### src/rtl/ot_pkg.sv
// rtl/ot_pkg.sv - shared state encodings, error codes and byte-count helper for the OT receiver
package ot_pkg;

  typedef enum logic [3:0] {
    S_IDLE, S_RX_N, S_RX_E, S_RX_X, S_RAND, S_EXP,
    S_ADD, S_TX_V, S_RX_M, S_UNPACK, S_DONE, S_ERROR
  } ot_state_e;

  typedef enum logic [1:0] {ME_IDLE, ME_SQR, ME_MUL, ME_DONE} me_state_e;

  typedef enum logic [1:0] {
    ERR_NONE    = 2'd0,
    ERR_SEL     = 2'd1,
    ERR_N_SMALL = 2'd2
  } ot_err_e;

  function automatic int key_bytes(input int key_w);
    return key_w / 8;
  endfunction

endpackage

### src/rtl/ot_modexp.sv
// rtl/ot_modexp.sv - left-to-right square-and-multiply over a bit-serial shift-add modular multiplier
module ot_modexp
  import ot_pkg::*;
#(
  parameter int KEY_W = 32
) (
  input  logic             clk_i,
  input  logic             reset_i,
  input  logic             start_i,
  input  logic [KEY_W-1:0] base_i,
  input  logic [KEY_W-1:0] exp_i,
  input  logic [KEY_W-1:0] mod_i,
  output logic             done_o,
  output logic [KEY_W-1:0] result_o
);

  localparam int CW = $clog2(KEY_W);

  me_state_e        state_q, state_d;
  logic [KEY_W-1:0] res_q, res_d, acc_q, acc_d, mpl_q, mpl_d;
  logic [CW-1:0]    bit_q, bit_d, cnt_q, cnt_d;
  logic [KEY_W-1:0] addend;
  logic [KEY_W:0]   modx, dbl, dbl_red, sum, sum_red;
  logic             last_step;

  // Operands stay below mod_i, so one correction after doubling and one after adding suffice.
  always_comb begin
    state_d   = state_q;
    res_d     = res_q;
    acc_d     = acc_q;
    mpl_d     = mpl_q;
    bit_d     = bit_q;
    cnt_d     = cnt_q;
    done_o    = 1'b0;
    modx      = {1'b0, mod_i};
    dbl       = {acc_q, 1'b0};
    dbl_red   = (dbl >= modx) ? dbl - modx : dbl;
    addend    = (state_q == ME_MUL) ? base_i : res_q;
    sum       = dbl_red + (mpl_q[KEY_W-1] ? {1'b0, addend} : '0);
    sum_red   = (sum >= modx) ? sum - modx : sum;
    last_step = (cnt_q == CW'(KEY_W - 1));
    case (state_q)
      ME_IDLE: begin
        if (start_i) begin
          res_d   = KEY_W'(1);
          acc_d   = '0;
          mpl_d   = KEY_W'(1);
          bit_d   = CW'(KEY_W - 1);
          cnt_d   = '0;
          state_d = ME_SQR;
        end
      end
      ME_SQR, ME_MUL: begin
        acc_d = KEY_W'(sum_red);
        mpl_d = mpl_q << 1;
        cnt_d = cnt_q + 1'b1;
        if (last_step) begin
          res_d = KEY_W'(sum_red);
          acc_d = '0;
          mpl_d = KEY_W'(sum_red);
          cnt_d = '0;
          if (state_q == ME_SQR && exp_i[bit_q]) begin
            state_d = ME_MUL;
          end else if (bit_q == '0) begin
            state_d = ME_DONE;
          end else begin
            bit_d   = bit_q - 1'b1;
            state_d = ME_SQR;
          end
        end
      end
      ME_DONE: begin
        done_o  = 1'b1;
        state_d = ME_IDLE;
      end
      default: state_d = ME_IDLE;
    endcase
  end

  always_ff @(posedge clk_i) begin
    if (reset_i) begin
      state_q <= ME_IDLE;
      res_q   <= '0;
      acc_q   <= '0;
      mpl_q   <= '0;
      bit_q   <= '0;
      cnt_q   <= '0;
    end else begin
      state_q <= state_d;
      res_q   <= res_d;
      acc_q   <= acc_d;
      mpl_q   <= mpl_d;
      bit_q   <= bit_d;
      cnt_q   <= cnt_d;
    end
  end

  assign result_o = res_q;

endmodule

### src/rtl/ot_receiver_mn.sv
// rtl/ot_receiver_mn.sv - 1-of-NMSG oblivious transfer receiver: byte-stream protocol controller
module ot_receiver_mn
  import ot_pkg::*;
#(
  parameter int KEY_W = 32,
  parameter int NMSG  = 2,
  parameter int SEL_W = $clog2(NMSG)
) (
  input  logic             clk,
  input  logic             reset,
  input  logic             start,
  input  logic [SEL_W-1:0] sel,
  input  logic             rx_valid,
  output logic             rx_ready,
  input  logic [7:0]       rx_data,
  output logic             tx_valid,
  input  logic             tx_ready,
  output logic [7:0]       tx_data,
  output logic             rand_req,
  input  logic             rand_valid,
  input  logic [KEY_W-1:0] rand_data,
  output logic [KEY_W-1:0] unpack_res,
  output logic             res_valid,
  output logic             busy,
  output logic             err
);

  localparam int NB = key_bytes(KEY_W);
  localparam int BW = $clog2(NB) + 1;

  ot_state_e        state_q, state_d;
  ot_err_e          err_q, err_d;
  logic [BW-1:0]    byte_q, byte_d;
  logic [3:0]       msg_q, msg_d;
  logic [SEL_W-1:0] sel_q, sel_d;
  logic [KEY_W-9:0] sh_q, sh_d;
  logic [KEY_W-1:0] n_q, n_d, e_q, e_d, x_q, x_d, k_q, k_d;
  logic [KEY_W-1:0] v_q, v_d, m_q, m_d, res_q, res_d;
  logic [KEY_W-1:0] fld, me_res;
  logic [KEY_W:0]   add_sum, sub_diff;
  logic             rx_fire, tx_fire, last_byte, msg_is_sel, msg_last, me_start, me_done;

  assign rx_ready   = (state_q == S_RX_N) || (state_q == S_RX_E) ||
                      (state_q == S_RX_X) || (state_q == S_RX_M);
  assign tx_valid   = (state_q == S_TX_V);
  assign tx_data    = v_q[KEY_W-1 -: 8];
  assign rand_req   = (state_q == S_RAND);
  assign res_valid  = (state_q == S_DONE);
  assign unpack_res = res_q;
  assign busy       = !((state_q == S_IDLE) || (state_q == S_DONE) || (state_q == S_ERROR));
  assign err        = (err_q != ERR_NONE);

  assign rx_fire    = rx_valid && rx_ready;
  assign tx_fire    = tx_valid && tx_ready;
  assign fld        = {sh_q, rx_data};
  assign last_byte  = (byte_q == BW'(NB - 1));
  assign msg_is_sel = (32'(msg_q) == 32'(sel_q));
  assign msg_last   = (msg_q == 4'(NMSG - 1));
  assign add_sum    = {1'b0, x_q} + {1'b0, me_res};
  assign sub_diff   = {1'b0, m_q} - {1'b0, k_q};

  always_comb begin
    state_d  = state_q;
    err_d    = err_q;
    byte_d   = byte_q;
    msg_d    = msg_q;
    sel_d    = sel_q;
    sh_d     = sh_q;
    n_d      = n_q;
    e_d      = e_q;
    x_d      = x_q;
    k_d      = k_q;
    v_d      = v_q;
    m_d      = m_q;
    res_d    = res_q;
    me_start = 1'b0;
    if (rx_fire) begin
      sh_d   = fld[KEY_W-9:0];
      byte_d = last_byte ? '0 : byte_q + 1'b1;
    end
    if (tx_fire) begin
      v_d    = v_q << 8;
      byte_d = last_byte ? '0 : byte_q + 1'b1;
    end
    case (state_q)
      S_IDLE, S_DONE: begin
        if (start) begin
          sel_d  = sel;
          byte_d = '0;
          msg_d  = '0;
          if (32'(sel) >= NMSG) begin
            err_d   = ERR_SEL;
            state_d = S_ERROR;
          end else begin
            state_d = S_RX_N;
          end
        end
      end
      S_RX_N: if (rx_fire && last_byte) begin
        n_d = fld;
        if (fld < KEY_W'(2)) begin
          err_d   = ERR_N_SMALL;
          state_d = S_ERROR;
        end else begin
          state_d = S_RX_E;
        end
      end
      S_RX_E: if (rx_fire && last_byte) begin
        e_d     = fld;
        state_d = S_RX_X;
      end
      S_RX_X, S_RX_M: if (rx_fire && last_byte) begin
        if (msg_is_sel && state_q == S_RX_X) x_d = fld;
        if (msg_is_sel && state_q == S_RX_M) m_d = fld;
        if (msg_last) begin
          msg_d   = '0;
          state_d = (state_q == S_RX_X) ? S_RAND : S_UNPACK;
        end else begin
          msg_d = msg_q + 1'b1;
        end
      end
      // The modexp engine reads the base only in its multiply phase, after k_q has loaded.
      S_RAND: if (rand_valid && rand_data != '0 && rand_data < n_q) begin
        k_d      = rand_data;
        me_start = 1'b1;
        state_d  = S_EXP;
      end
      S_EXP: if (me_done) state_d = S_ADD;
      S_ADD: begin
        v_d     = (add_sum >= {1'b0, n_q}) ? KEY_W'(add_sum - {1'b0, n_q}) : KEY_W'(add_sum);
        byte_d  = '0;
        state_d = S_TX_V;
      end
      S_TX_V: if (tx_fire && last_byte) state_d = S_RX_M;
      S_UNPACK: begin
        res_d   = sub_diff[KEY_W] ? sub_diff[KEY_W-1:0] + n_q : sub_diff[KEY_W-1:0];
        state_d = S_DONE;
      end
      S_ERROR: state_d = S_ERROR;
      default: state_d = S_IDLE;
    endcase
  end

  always_ff @(posedge clk) begin
    if (reset) begin
      state_q <= S_IDLE;
      err_q   <= ERR_NONE;
      byte_q  <= '0;
      msg_q   <= '0;
      sel_q   <= '0;
      sh_q    <= '0;
      n_q     <= '0;
      e_q     <= '0;
      x_q     <= '0;
      k_q     <= '0;
      v_q     <= '0;
      m_q     <= '0;
      res_q   <= '0;
    end else begin
      state_q <= state_d;
      err_q   <= err_d;
      byte_q  <= byte_d;
      msg_q   <= msg_d;
      sel_q   <= sel_d;
      sh_q    <= sh_d;
      n_q     <= n_d;
      e_q     <= e_d;
      x_q     <= x_d;
      k_q     <= k_d;
      v_q     <= v_d;
      m_q     <= m_d;
      res_q   <= res_d;
    end
  end

  ot_modexp #(.KEY_W(KEY_W)) u_modexp (
    .clk_i    (clk),
    .reset_i  (reset),
    .start_i  (me_start),
    .base_i   (k_q),
    .exp_i    (e_q),
    .mod_i    (n_q),
    .done_o   (me_done),
    .result_o (me_res)
  );

endmodule

### config.mk
export PLATFORM = sky130hd
export DESIGN_NAME = ot_receiver_mn
export DESIGN_NICKNAME = d
export VERILOG_FILES = /design/src/rtl/ot_pkg.sv /design/src/rtl/ot_modexp.sv /design/src/rtl/ot_receiver_mn.sv
export SDC_FILE = /design/constraint.sdc
export NUM_CORES = 1
export LEC_CHECK = 0
export ABC_AREA = 0
export BUFFER_PORTS_ARGS = -buffer_cell sky130_fd_sc_hd__buf_2
export CORE_MARGIN = 5
export CORE_UTILIZATION = 40
export DETAILED_ROUTE_END_ITERATION = 10
export PLACE_DENSITY = 0.56
export RECOVER_POWER = 50
export SLEW_MARGIN = 25
export SYNTH_ARGS = -nofsm -noshare
export SYNTH_HDL_FRONTEND = slang
export SYNTH_SLANG_ARGS = --single-unit
### constraint.sdc
create_clock -name clk -period 23.8 [get_ports clk]
set_input_delay 2.38 -clock clk [delete_from_list [all_inputs] [get_ports clk]]
set_output_delay 2.38 -clock clk [all_outputs]
set_load 0.03 [all_outputs]
==> results of run 1 <==
-- where the power goes --
part	switching [uW]	leakage, uW	internal (uW)
logic	111	0.00885	52.5
registers	23.1	0.00297	627
clock network	289	0.000755	440
total	423	0.0126	1120
-- cell families (layout without fill, tap and decap cells) --
| logic type | after synthesis | after routing | share of synthesized area [%] |
|---|---|---|---|
| xor+xnor | 204 | 204 | 6.605 |
| flops | 369 | 369 | 27.31 |
| other cells | 0 | 1 | 0 |
| simple gates | 1101 | 1101 | 18.23 |
| compound gates | 1059 | 1059 | 24.56 |
| mux | 154 | 154 | 6.249 |
| fa+ha+maj | 269 | 269 | 12.64 |
| buf+inv | 296 | 338 | 4.408 |
-- per-stage QoR --
step / power, uW / std cells / hold WS [ns]
4_1_cts: 1557 / 4366 / 0.4541
2_1_floorplan: 768.4 / 3452 / 0.4312
5_1_grt: 1598 / 4367 / 0.4628
3_3_place_gp: 825.3 / 4284 / 0.4416
6_report: 1542 / 4368 / 0.4528
3_5_place_dp: 825.8 / 4284 / 0.4461
-- final cells by class --
class	instances	area, um^2
fillers	6901	37470
multi-input cells	2787	18530
clock inverters	19	286.5
clock buffers	63	1274
flip-flops and latches	369	7387
repair buffers	120	609.3
well taps	873	1092
inverters	136	510.5
diodes	1	2.502
-- worst min-delay path, delay by kind of cell (launching register included) --
family | cells | cell delay (ns)
flops | 1 | 0.30
simple gates | 1 | 0.05
compound gates | 1 | 0.05
-- worst max path at each step --
stage                                           end  slack (ns)  cells past startpoint
global placement    u_modexp.mpl_q[25]$_SDFFE_PP0P_       14.36                     34
finish                   unpack_res[0]$_SDFFE_PP0P_       13.80                      4
global route             unpack_res[0]$_SDFFE_PP0P_       13.26                      4
CTS                 u_modexp.mpl_q[25]$_SDFFE_PP0P_       14.13                     34
floorplan           u_modexp.acc_q[13]$_SDFFE_PP0P_       16.22                     35
detailed placement  u_modexp.mpl_q[25]$_SDFFE_PP0P_       14.16                     34
-- registers in the layout, indices dropped and copies added, names as in the netlist --
register and count:
state_q 4, u_modexp.result_o 32, sh_q 24, v_q 32, u_modexp.cnt_q 5, u_modexp.bit_q 5, unpack_res 32, e_q 32
u_modexp.mpl_q 32, x_q 32, n_q 32, byte_q 3, u_modexp.acc_q 32, err_q 1, sel_q 1, m_q 32
k_q 32, msg_q 4, u_modexp.state_q 2
-- cell usage after synthesis (8+ instances only) --
| cell type | instances | area share (%) |
|---|---|---|
| and2_1 | 21 | 0.49 |
| a31oi_1 | 19 | 0.44 |
| nor3_1 | 48 | 0.89 |
| a311oi_1 | 9 | 0.29 |
| nor4_1 | 24 | 0.56 |
| nor2b_1 | 67 | 1.5 |
| buf_4 | 9 | 0.25 |
| mux4_2 | 10 | 0.83 |
| mux2i_1 | 128 | 4.7 |
| a22oi_1 | 27 | 0.75 |
| a211oi_1 | 75 | 2.1 |
| a21boi_0 | 10 | 0.28 |
| nand4_1 | 39 | 0.90 |
| a21o_1 | 119 | 3.3 |
| nand3_1 | 47 | 0.87 |
| inv_1 | 136 | 1.9 |
| mux2_2 | 15 | 0.62 |
| buf_2 | 8 | 0.15 |
| nor2_1 | 201 | 2.8 |
| o21ai_0 | 162 | 3.0 |
| dfxtp_1 | 369 | 27 |
| clkbuf_1 | 134 | 1.9 |
| o22ai_1 | 8 | 0.19 |
| and3_1 | 28 | 0.65 |
| a221o_1 | 10 | 0.37 |
| xnor2_1 | 122 | 4.0 |
| nand2b_1 | 28 | 0.65 |
| o21a_1 | 27 | 0.75 |
| nand2_1 | 559 | 7.8 |
| ha_1 | 262 | 12 |
| a21oi_1 | 382 | 7.1 |
| o21ai_1 | 59 | 1.1 |
| o21bai_1 | 27 | 0.75 |
| xor2_1 | 82 | 2.7 |
| o211ai_1 | 27 | 0.75 |
-- layer usage --
layer / track usage [%] / vias up
met5: 0 / -
met2: 38.51 / 769
li1: - / 12390
met1: 36.59 / 11760
met4: 5.717 / 0
met3: 3.376 / 111
==> results.py, run 1 <==
metrics = {
    "logic_synthesis": {
        "post_synthesis_instance_total": 3452,
        "synth-edff-count": 0,
        "yosys_warn_count": 0,
        "synth.ff_latch_count": 369,
        "postSynthNetCount": 3768,
        "post_synth_num_cell_types": 88,
        "post_synthesis_sequential_area_ratio_pct": 27.31,
        "ys_async_sr_fraction_pct": 0,
        "postSynthAreaPerCell_um2": 7.836,
        "ys.flop_type": "dfxtp_1",
        "syn-cell-area_mm2": 0.02705,
    },
    "job": {
        "cap_viol_max_count": 7,
    },
    "floorplanning": {
        "die_area_mm2": 0.07293,
        "die_w_um": 270.1,
        "core_region_area_mm2": 0.06716,
        "start_util_pct": 40.28,
        "boundaryPins": 93,
        "floorplan.die.height_um": 270.1,
        "rows": 95,
    },
    "detailed_routing": {
        "finalWirelength_mm": 94.73,
        "drt_pass1_iterations": 6,
        "post-route-drc-count": 0,
        "dr_wl_met2_mm": 40.51,
        "top_layer_used": "met4",
        "m1WireLength_mm": 45.33,
        "antenna_violating_nets_post_route": 0,
        "number_of_violations_reported_at_the_end_of_detailed_routing_iteration_0": 2348,
        "met3WireLength_mm": 6.495,
        "drt-vias-per-instance": 5.729,
        "num_vias": 25020,
        "routed_wire_length_per_instance_um": 21.69,
    },
    "timing": {
        "totalNegativeSetupSlack_ns": 0,
        "final.setup.worst_slack_ns": 13.80,
        "skew_ns": 0.03299,
        "clock.fmax_mhz": 100.0,
        "timing_max_transition_violations_final": 385,
        "timing_hold_violations_final": 0,
        "period_needed_ns": 9.999,
        "tightestPinTransition_ns": 5.926,
        "report.final.setup_viol": 0,
        "max_slew_margin_pct": -295.1,
        "unrepaired_setup_endpoints_after_global_routing": "no",
        "final_min_period_over_clock_period_pct": 42.01,
    },
    "final_layout": {
        "final_cell_mix": "nand2_1, a21oi_1, dfxtp_1",
        "layout_commonest_cell": "nand2_1",
        "layout.core_utilization_pct": 44.20,
        "num-nets-final": 3775,
        "stdcell_area_mm2": 0.02969,
        "layout-area-overhead-vs-synth_pct": 9.746,
        "layout-drive-gt1-share_pct": 6.125,
    },
    "clock_network": {
        "clock_tree_from_tritoncts": "done",
        "clock_tree.htree_level_count": 2,
        "cts.reportedPaths.clkPinSlew_ns": 0.06,
        "cts-resized-gates": 0,
        "total_clock_buffers_created_by_cts": 45,
        "postCtsHoldBufs": 0,
        "clock_network_latency_to_the_later_pin_of_the_worst_skew_pair_ns": 0.59,
        "post-cts-setup-buffer-count": 0,
        "cts.root.buffer_cell": "clkbuf_16",
        "clock_sinks": 369,
        "clock_tree.buffer_depth": 3,
    },
    "worst_setup_path": {
        "path_max_fanout": 128,
        "worst_setup_path_end_kind": "register",
        "crit_arrival_ns": 10.23,
        "timing.critical_path.buf_inv": 3,
        "critical-path-top-delay-family": "buffers and inverters",
        "reg2regPathDepth": 34,
        "worstSetupStartpointType": "primary input",
        "worstReg2RegEnd": "u_modexp.mpl_q[3]$_SDFFE_PP0P_",
        "crit_chain": "clkbuf_1, clkbuf_1, clkbuf_1, nor3_1",
        "critical_path_s_slowest_cell": "clkbuf_1",
        "worst_r2r_startpoint": "n_q[1]$_SDFFE_PP0P_",
        "worst-r2r-setup-slack_ns": 13.97,
        "slowest_stage_delay_on_critical_path_ns": 4.23,
        "critPathRequiredTime_ns": 24.03,
        "timing.critical_path.mode_cell": "clkbuf_1",
        "path_class": "in -> reg",
        "worstSetupStartpoint": "reset",
    },
    "place": {
        "placement.cell_area_mm2": 0.02820,
        "dp_hpwl_mm": 74.28,
        "port_buffers": 92,
        "gpl.final_weighted_congestion": 0.9545,
        "dp_worst_setup_slack_ns": 14.16,
    },
    "outcome": {
        "violations": "max-capacitance violations, max-slew violations",
        "outcome": "finished with violations",
    },
    "grt": {
        "overflow": 0,
        "antenna_found_initial": 0,
        "grt_pass1_vias": 23380,
        "grt_usage_pct": 24.81,
        "grt_start_max_net_pins": 129,
        "grt_first_pass_wirelength_mm": 143.4,
    },
    "power_and_ir_drop": {
        "cellLeakagePower_uw": 0.01258,
        "vdd.ir_drop.worst_mv": 0.04301,
        "p_per_area_mw_per_mm2": 51.96,
    },
    "worst_hold_path": {
        "min_delay_path_depth": 2,
        "timing.hold.worst.start": "e_q[30]$_SDFFE_PP0P_",
        "hold_path_end": "e_q[30]$_SDFFE_PP0P_",
        "hold_class": "reg -> reg",
    },
}
No activity file was read; power rests on OpenSTA's default activity.
==> run 2, diff against run 1 <==
--- a/config.mk
+++ b/config.mk
@@ -10,7 +10,7 @@
 export CORE_MARGIN = 5
 export CORE_UTILIZATION = 40
 export DETAILED_ROUTE_END_ITERATION = 10
-export PLACE_DENSITY = 0.56
+export PLACE_DENSITY = 0.59
 export RECOVER_POWER = 50
 export SLEW_MARGIN = 25
 export SYNTH_ARGS = -nofsm -noshare
==> constraint.sdc (replaced) <==
create_clock -name clk -period 8.5 [get_ports clk]
set_input_delay 0.85 -clock clk [delete_from_list [all_inputs] [get_ports clk]]
set_output_delay 0.85 -clock clk [all_outputs]
set_load 0.03 [all_outputs]
==> run 2 against run 1 <==
The run still ends with max-capacitance violations, max-slew violations left. First-iteration DRC count is 4.6% lower. Cell count is 1.7% higher. Hold slack worse by 0.0016 ns.
==> results.py, run 2 (synthesis gave the netlist of run 1 again) <==
metrics = {
    "grt": {
        "grt_first_pass_wirelength_mm": 145.9,
        "grt_usage_pct": 25.48,
        "grt_start_max_net_pins": 85,
        "grt_pass1_vias": 23860,
        "antenna_found_initial": 1,
        "overflow": 0,
    },
    "place": {
        "port_buffers": 92,
        "placement.cell_area_mm2": 0.02870,
        "dp_worst_setup_slack_ns": -0.1343,
        "place_inst": 4351,
        "dp_hpwl_mm": 77.46,
        "gpl.final_weighted_congestion": 0.9827,
    },
    "clock_network": {
        "total_clock_buffers_created_by_cts": 44,
        "cts.root.buffer_cell": "clkbuf_16",
        "postCtsHoldBufs": 0,
        "clock_network_latency_to_the_later_pin_of_the_worst_skew_pair_ns": 0.60,
        "clock_sinks": 369,
        "clock_tree.buffer_depth": 3,
        "clock_tree.htree_level_count": 2,
        "cts.reportedPaths.clkPinSlew_ns": 0.07,
        "clock_tree_from_tritoncts": "done",
    },
    "detailed_routing": {
        "post-route-drc-count": 0,
        "met3WireLength_mm": 7.333,
        "antenna_violating_nets_post_route": 0,
        "routed_wire_length_per_instance_um": 22.07,
        "num_vias": 25580,
        "finalWirelength_mm": 98.03,
        "number_of_violations_reported_at_the_end_of_detailed_routing_iteration_0": 2239,
        "top_layer_used": "met4",
        "drt-vias-per-instance": 5.758,
        "dr_wl_met2_mm": 40.69,
        "drt_pass1_iterations": 5,
        "m1WireLength_mm": 46.93,
    },
    "worst_hold_path": {
        "timing.hold.worst.start": "e_q[14]$_SDFFE_PP0P_",
        "hold_class": "reg -> reg",
        "min_delay_path_depth": 2,
        "hold_path_end": "e_q[14]$_SDFFE_PP0P_",
    },
    "worst_setup_path": {
        "worst-r2r-setup-slack_ns": 0.46,
        "slowest_stage_delay_on_critical_path_ns": 0.41,
        "crit_arrival_ns": 8.49,
        "worstReg2RegEnd": "u_modexp.mpl_q[21]$_SDFFE_PP0P_",
        "worst_setup_path_end_kind": "register",
        "reg2regPathDepth": 36,
        "path_max_fanout": 32,
        "timing.critical_path.mode_cell": "buf_4",
        "critPathRequiredTime_ns": 8.95,
        "critical_path_s_slowest_cell": "ha_1",
        "worstSetupStartpointType": "register",
        "worst_r2r_startpoint": "n_q[4]$_SDFFE_PP0P_",
        "path_class": "reg -> reg",
    },
    "floorplanning": {
        "core_region_area_mm2": 0.06716,
        "start_util_pct": 40.28,
        "rows": 95,
        "die_area_mm2": 0.07293,
        "boundaryPins": 93,
        "die_w_um": 270.1,
        "floorplan.die.height_um": 270.1,
    },
    "final_layout": {
        "num_antenna_cells": 0,
        "final-instance-count-excl-fill": 4442,
        "final_cell_mix": "nand2_1, a21oi_1, dfxtp_1",
        "stdcell_area_mm2": 0.03028,
        "num-nets-final": 3849,
        "layout-drive-gt1-share_pct": 8.378,
        "layout-area-overhead-vs-synth_pct": 11.94,
        "layout_commonest_cell": "nand2_1",
        "final.fill_count": 6822,
    },
    "power_and_ir_drop": {
        "clkPwrFrac_pct": 47.5,
        "p_switching_uw": 1216,
        "p_seq_share_pct": 41.8,
        "vdd.ir_drop.worst_mv": 0.1270,
        "power.share.combinational_pct": 10.6,
        "p_sw_share_pct": 27.93,
        "p_per_area_mw_per_mm2": 143.8,
        "power_report.internal_total_uw": 3138,
        "cellLeakagePower_uw": 0.01293,
        "total_power_consumption_uw": 4354,
    },
    "timing": {
        "report.final.setup_viol": 0,
        "tightestPinTransition_ns": 2.384,
        "hold_ws_ns": 0.4512,
        "final_min_period_over_clock_period_pct": 94.60,
        "max_slew_margin_pct": -58.90,
        "final.setup.worst_slack_ns": 0.4589,
        "clock.fmax_mhz": 124.4,
        "unrepaired_setup_endpoints_after_global_routing": "no",
        "timing_hold_violations_final": 0,
        "skew_ns": 0.02654,
        "timing_max_transition_violations_final": 66,
        "period_needed_ns": 8.041,
    },
    "outcome": {
        "outcome": "finished with violations",
        "violations": "max-capacitance violations, max-slew violations",
    },
    "job": {
        "cap_viol_max_count": 2,
    },
}
[run 2: changes by cell type in the layout (fill, tap and decap cells not counted), sizes merged]
cell / change
buf: +75
clkbuf: -8
clkinv: +4
clkinvlp: +1
diode: -1
inv: +2
nor2: +1
[run 2: how the worst max path moves through the flow]
stage / from / end / slack [ns] / depth (start not counted)
floorplan: n_q[1]$_SDFFE_PP0P_ / u_modexp.acc_q[13]$_SDFFE_PP0P_ / 0.92 / 35
global placement: n_q[4]$_SDFFE_PP0P_ / u_modexp.acc_q[30]$_SDFFE_PP0P_ / -0.07 / 30
detailed placement: n_q[4]$_SDFFE_PP0P_ / u_modexp.result_o[29]$_SDFFE_PP0P_ / -0.13 / 30
CTS: n_q[4]$_SDFFE_PP0P_ / u_modexp.result_o[29]$_SDFFE_PP0P_ / 0.008 / 30
global route: n_q[4]$_SDFFE_PP0P_ / u_modexp.mpl_q[21]$_SDFFE_PP0P_ / 0.07 / 35
finish: n_q[4]$_SDFFE_PP0P_ / u_modexp.mpl_q[21]$_SDFFE_PP0P_ / 0.46 / 36
[run 2: per-layer routing]
layer / vias up / global-route usage, %
li1: 12540 / -
met1: 12050 / 37.82
met2: 859 / 38.15
met3: 126 / 3.873
met4: 0 / 7.452
met5: - / 0
[run 2: cell type report]
class	count	area (um^2)	share of cell area, %
clock buffers	56	1257	4.153
clock inverters	26	312.8	1.033
inverters	136	510.5	1.686
multi-input cells	2788	18540	61.23
flip-flops and latches	369	7387	24.39
well taps	873	1092	3.607
repair buffers	194	1181	3.901
[run 2: power by group through the flow]
stage	Combinational, uW	Sequential [uW]	Clock, uW
2_1_floorplan	336	1820	0
3_3_place_gp	459	1860	0
3_5_place_dp	461	1860	0
4_1_cts	464	1820	2100
5_1_grt	504	1820	2180
6_report	464	1820	2070
[run 2: worst max-delay path, delay by kind of cell, from the launching register on]
kind / cells / cell delay [ns]
buffers and inverters: 7 / 1.23
multiplexers: 1 / 0.31
AND/OR/NAND/NOR: 3 / 0.46
adder cells (fa/ha/maj): 3 / 1.12
XOR/XNOR: 1 / 0.20
AO/OA/AOI/OAI: 21 / 4.20
flip-flops: 1 / 0.37
[run 2: timing repair]
item / CTS / global route
gates resized for setup: 1 / 5
endpoints found under the hold margin: 0 / 0
gates cloned: 0 / 1
buffers inserted: 0 / 8
endpoints found under the setup margin: 36 / 92
pin swaps: 0 / 2
[run 2: stage by stage]
stage          util, %  setup TNS, ns
2_1_floorplan        -              0
3_3_place_gp     42.71        -0.7845
3_5_place_dp     42.73         -2.130
4_1_cts          45.07              0
5_1_grt          45.09              0
6_report         45.09              0
